==> src/rtl/display_ctrl.sv <==
// Registered front-panel driver: N-digit seven-segment bank plus RGB LED,
// with timed OPEN message (done pulse) and blinking CALL 911 alarm.

module ssdec (
  input  logic [3:0] code,
  input  logic       enable,
  output logic [7:0] segs
);
  always_comb begin
    segs = '0;
    if (enable) begin
      case (code)
        4'h0: segs = 8'h3F;
        4'h1: segs = 8'h06;
        4'h2: segs = 8'h5B;
        4'h3: segs = 8'h4F;
        4'h4: segs = 8'h66;
        4'h5: segs = 8'h6D;
        4'h6: segs = 8'h7D;
        4'h7: segs = 8'h07;
        4'h8: segs = 8'h7F;
        4'h9: segs = 8'h6F;
        4'hA: segs = 8'h77;
        4'hB: segs = 8'h7C;
        4'hC: segs = 8'h39;
        4'hD: segs = 8'h5E;
        4'hE: segs = 8'h79;
        default: segs = 8'h71;
      endcase
    end
  end
endmodule

module display_ctrl #(
  parameter int unsigned NUM_DIGITS = 8,
  parameter int unsigned BLINK_DIV  = 50,
  parameter int unsigned OPEN_HOLD  = 200,
  localparam int unsigned CW        = $clog2(NUM_DIGITS + 1)
) (
  input  logic                    clk,
  input  logic                    n_rst,
  input  logic [1:0]              mode,
  input  logic [CW-1:0]           entry_cnt,
  input  logic [4*NUM_DIGITS-1:0] seq,
  output logic [8*NUM_DIGITS-1:0] ss,
  output logic                    red,
  output logic                    green,
  output logic                    blue,
  output logic                    open_done
);
  typedef enum logic [1:0] {
    S_ENTRY = 2'd0,
    S_OPEN  = 2'd1,
    S_ALARM = 2'd2,
    S_INIT  = 2'd3
  } state_t;

  localparam int unsigned HW = $clog2(OPEN_HOLD + 1);
  localparam int unsigned BW = $clog2(BLINK_DIV + 1);
  localparam logic [7:0] DASH = 8'h80;
  // Texts padded to 16 characters, rightmost character in the low byte.
  localparam logic [127:0] OPEN_TXT = 128'h3F737954;
  localparam logic [127:0] CALL_TXT = 128'h39773838006F0606;

  state_t              st, st_nx;
  logic [HW-1:0]       hold_cnt, hold_nx;
  logic [BW-1:0]       blink_cnt, blink_nx;
  logic                phase, phase_nx;
  logic                chg, done_nx, green_nx, blue_nx;
  logic [8*NUM_DIGITS-1:0] ss_nx;
  logic [7:0]          dec [NUM_DIGITS];

  for (genvar g = 0; g < NUM_DIGITS; g++) begin : g_dec
    ssdec u_dec (
      .code  (seq[4*g +: 4]),
      .enable(1'b1),
      .segs  (dec[g])
    );
  end

  // Outputs are computed from the post-edge counter values so every
  // input change is visible exactly one cycle later.
  always_comb begin
    st_nx    = state_t'(mode);
    chg      = (st_nx != st);
    hold_nx  = '0;
    blink_nx = '0;
    phase_nx = 1'b0;
    done_nx  = 1'b0;
    green_nx = 1'b0;
    blue_nx  = 1'b0;
    ss_nx    = '0;
    case (st_nx)
      S_INIT: begin
        for (int unsigned i = 0; i < NUM_DIGITS; i++) ss_nx[8*i +: 8] = dec[i];
      end
      S_ENTRY: begin
        for (int unsigned i = 0; i < NUM_DIGITS; i++)
          ss_nx[8*i +: 8] = (i < 32'(entry_cnt)) ? dec[i] : DASH;
      end
      S_OPEN: begin
        green_nx = 1'b1;
        if (chg) begin
          done_nx = (OPEN_HOLD == 1);
        end else if (hold_cnt != HW'(OPEN_HOLD - 1)) begin
          hold_nx = hold_cnt + HW'(1);
          done_nx = (hold_nx == HW'(OPEN_HOLD - 1));
        end else begin
          hold_nx = hold_cnt;
        end
        for (int unsigned i = 0; i < NUM_DIGITS; i++) ss_nx[8*i +: 8] = OPEN_TXT[8*i +: 8];
      end
      default: begin
        if (!chg) begin
          if (blink_cnt == BW'(BLINK_DIV - 1)) begin
            blink_nx = '0;
            phase_nx = ~phase;
          end else begin
            blink_nx = blink_cnt + BW'(1);
            phase_nx = phase;
          end
        end
        blue_nx = phase_nx;
        if (phase_nx)
          for (int unsigned i = 0; i < NUM_DIGITS; i++) ss_nx[8*i +: 8] = CALL_TXT[8*i +: 8];
      end
    endcase
  end

  always_ff @(posedge clk) begin
    if (!n_rst) begin
      st        <= S_INIT;
      hold_cnt  <= '0;
      blink_cnt <= '0;
      phase     <= 1'b0;
      ss        <= '0;
      red       <= 1'b0;
      green     <= 1'b0;
      blue      <= 1'b0;
      open_done <= 1'b0;
    end else begin
      st        <= st_nx;
      hold_cnt  <= hold_nx;
      blink_cnt <= blink_nx;
      phase     <= phase_nx;
      ss        <= ss_nx;
      red       <= 1'b0;
      green     <= green_nx;
      blue      <= blue_nx;
      open_done <= done_nx;
    end
  end
endmodule

==> config.mk <==
export PLATFORM = sky130hd
export DESIGN_NAME = display_ctrl
export DESIGN_NICKNAME = d
export VERILOG_FILES = /design/src/rtl/display_ctrl.sv
export SDC_FILE = /design/constraint.sdc
export NUM_CORES = 1
export LEC_CHECK = 0
export ABC_AREA = 0
export BUFFER_PORTS_ARGS = -buffer_cell sky130_fd_sc_hd__clkbuf_2
export CAP_MARGIN = 20
export CORE_UTILIZATION = 54
export CTS_CLUSTER_DIAMETER = 100
export CTS_CLUSTER_SIZE = 14
export DETAILED_ROUTE_END_ITERATION = 16
export GPL_TIMING_DRIVEN = 0
export PLACE_DENSITY = 0.82
export SYNTH_ARGS = -nofsm -noshare
export SYNTH_HDL_FRONTEND = slang
export SYNTH_SLANG_ARGS = --single-unit
==> constraint.sdc <==
create_clock -name clk -period 2 [get_ports clk]
set_input_delay 0 -clock clk [delete_from_list [all_inputs] [get_ports clk]]
set_output_delay 0 -clock clk [all_outputs]
set_load 0.02 [all_outputs]
==> reports/summary.txt <==
num rows - 33
Fin Hold WS - 12.7 ps
die area - 0.00886 mm²
slew at the pin closest to its max-slew limit - 643 ps
status - finished clean
share of the yosys chip area belonging to registers - 36.2%
leakage power - 2.59 nW
PD cells - 649 mW/mm²
Synth Flop Type - dfxtp_1
H-tree Lvls - 3
post-route ant nets - 0
CTS sink count - 83
fmax - 532 MHz
most common cell after layout, fill and taps aside - clkbuf_2
R2R Setup Slk - 140 ps
fin cells - 709
clock latency on the worst-skew pair - 350 ps
DR vias - 3,851
synth warn - 0
initial antenna violation count - 0
DRT Wirelength - 9740 µm
Post-Syn Area per Cell - 9.57 µm²
DP Cell Count - 688
# diodes - 0
vias per inst - 5.43
EDFF count, synth - 0
port bufs - 104
Crit Path Max Fanout - 8
Final Setup Violations - 0
Tcrit/Tclk final - 93.9%
Tot GR Track Use - 22.3%
maximum buffer depth of the clock tree - 2
largest net degree at the start of global routing - 14
Worst slew margin - 56.7%
GRT overflow - 0
vias in the first global route - 3,641
Unique masters post-synth - 57
core area - 0.00822 mm²
placed inst area - 0.00524 mm²
drt pass-1 iters - 4
peak supply drop - 0.311 mV
DRT iter0 DRCs - 170
final critical-path required period - 1880 ps
Cell Area, Synth - 0.00458 mm²
Worst-path clk slew - 80 ps
Crit. End Element - register
CTS tree - done
TNS Setup - 0 ps
Worst setup SP type - input port
Residual DRC - 0
Slew Viols, Final - 0
clk root buf - clkbuf_8
Initial Util - 55.8%
clk_skew - 14.3 ps
Inserted Clock Buffers - 9
first-pass GRT wire length - 15,700 µm
layout cells sized above 1 - 27.0%
CP Data Required Time - 2200 ps
post_cts resized - 0
Max Cap Viol - 0
gpl congestion - 0.872
post-route cell area - 0.00547 mm²
most frequent cells in the layout - clkbuf_2 (104), dfxtp_1 (83), ha_1 (56)
Die Span Y - 94.1 µm
post-DP HPWL - 7500 µm
Hold Path Class - in -> reg
Syn Nets - 575
Final Hold Vio Count - 0
I/O pin count - 108
Layout area overhead - 19.3%
asr flop ratio synth - 0%
Crit Path Class - in -> reg
flop and latch count out of synthesis - 83
Wirelength per Cell - 13.7 µm
RSZ-0062 raised after global routing - no
Syn Inst Count - 479
WP data arrival - 2080 ps
Layout Nets - 695
Die Wd - 94.1 µm
==> report_power, final <==
part / switching, mW / internal (mW)
Sequential: 0.0218 / 1.73
Clock: 0.586 / 0.520
Combinational: 0.411 / 0.282
==> worst max-delay path, stage by stage <==
cell,delay [ps]
dlygate4sd3_1,560
clkbuf_2,150
ha_1,300
or3_4,450
o21ai_1,440
o21ai_0,170
==> registers in the layout, summed over array words and instances, names as in the netlist <==
register   count
st             2
open_done      1
phase          1
ss            64
blink_cnt      6
green          1
hold_cnt       8
==> what timing repair did <==
item                                   CTS  global route
setup buffers                            0             0
hold buffers                             5             0
endpoints found under the hold margin    6             0
==> routing by layer <==
metal | vias up | GRT usage [%] | routed length, µm
met4 | 0 | 11.0 | 221
li1 | 1917 | - | -
met2 | 92 | 39.1 | 4800
met3 | 21 | 5.58 | 459
met5 | - | 0 | 0
met1 | 1821 | 24.8 | 4260
==> synthesized netlist by cell type (8+ instances only) <==
library cell	n	area, µm²
nor2b_1	15	93.8
nor2_1	46	173
o21ai_0	41	205
mux2_2	8	90.1
inv_1	33	124
ha_1	56	701
mux2i_1	17	170
mux4_2	8	180
nand2_1	28	105
clkbuf_1	11	41.3
dfxtp_1	83	1660
nand3_1	9	45.0
==> path summary, 6_finish.rpt <==
kind | from | end | cells after the start
max | mode[0] | ss[14] | 6
min reg2reg | blink_cnt[0] | blink_cnt[0] | 1
min | seq[21] | ss[41] | 3
max reg2reg | blink_cnt[0] | ss[9] | 6
==> area by class of cell <==
cell class / instances / area, µm²
Tap cell: 105 / 131
Clock inverter: 3 / 22.5
Inverter: 33 / 124
Timing Repair Buffer: 109 / 571
Fill cell: 686 / 2750
Buffer: 23 / 125
Sequential cell: 83 / 1660
Clock buffer: 13 / 159
Multi-Input combinational cell: 340 / 2670
==> metrics by stage <==
step	power, mW	util (%)	worst slack (ps)
CTS	3.57	66.5	128
finish	3.55	66.5	122
floorplan	2.25	-	459
detailed placement	2.47	63.7	132
global placement	2.44	63.7	168
global route	3.71	66.5	5.78
==> kinds of logic (layout without fill, tap and decap cells) <==
family	count (synthesis)	in the layout	synth area share (%)
simple gates	131	131	14.2
compound gates	106	106	16.6
flops	83	83	36.2
fa+ha+maj	56	56	15.3
buf+inv	56	181	5.43
mux	33	33	9.61
xor+xnor	13	13	2.48
other cells	1	1	0.0818
Note: power is estimated with default switching activity, not from simulation.
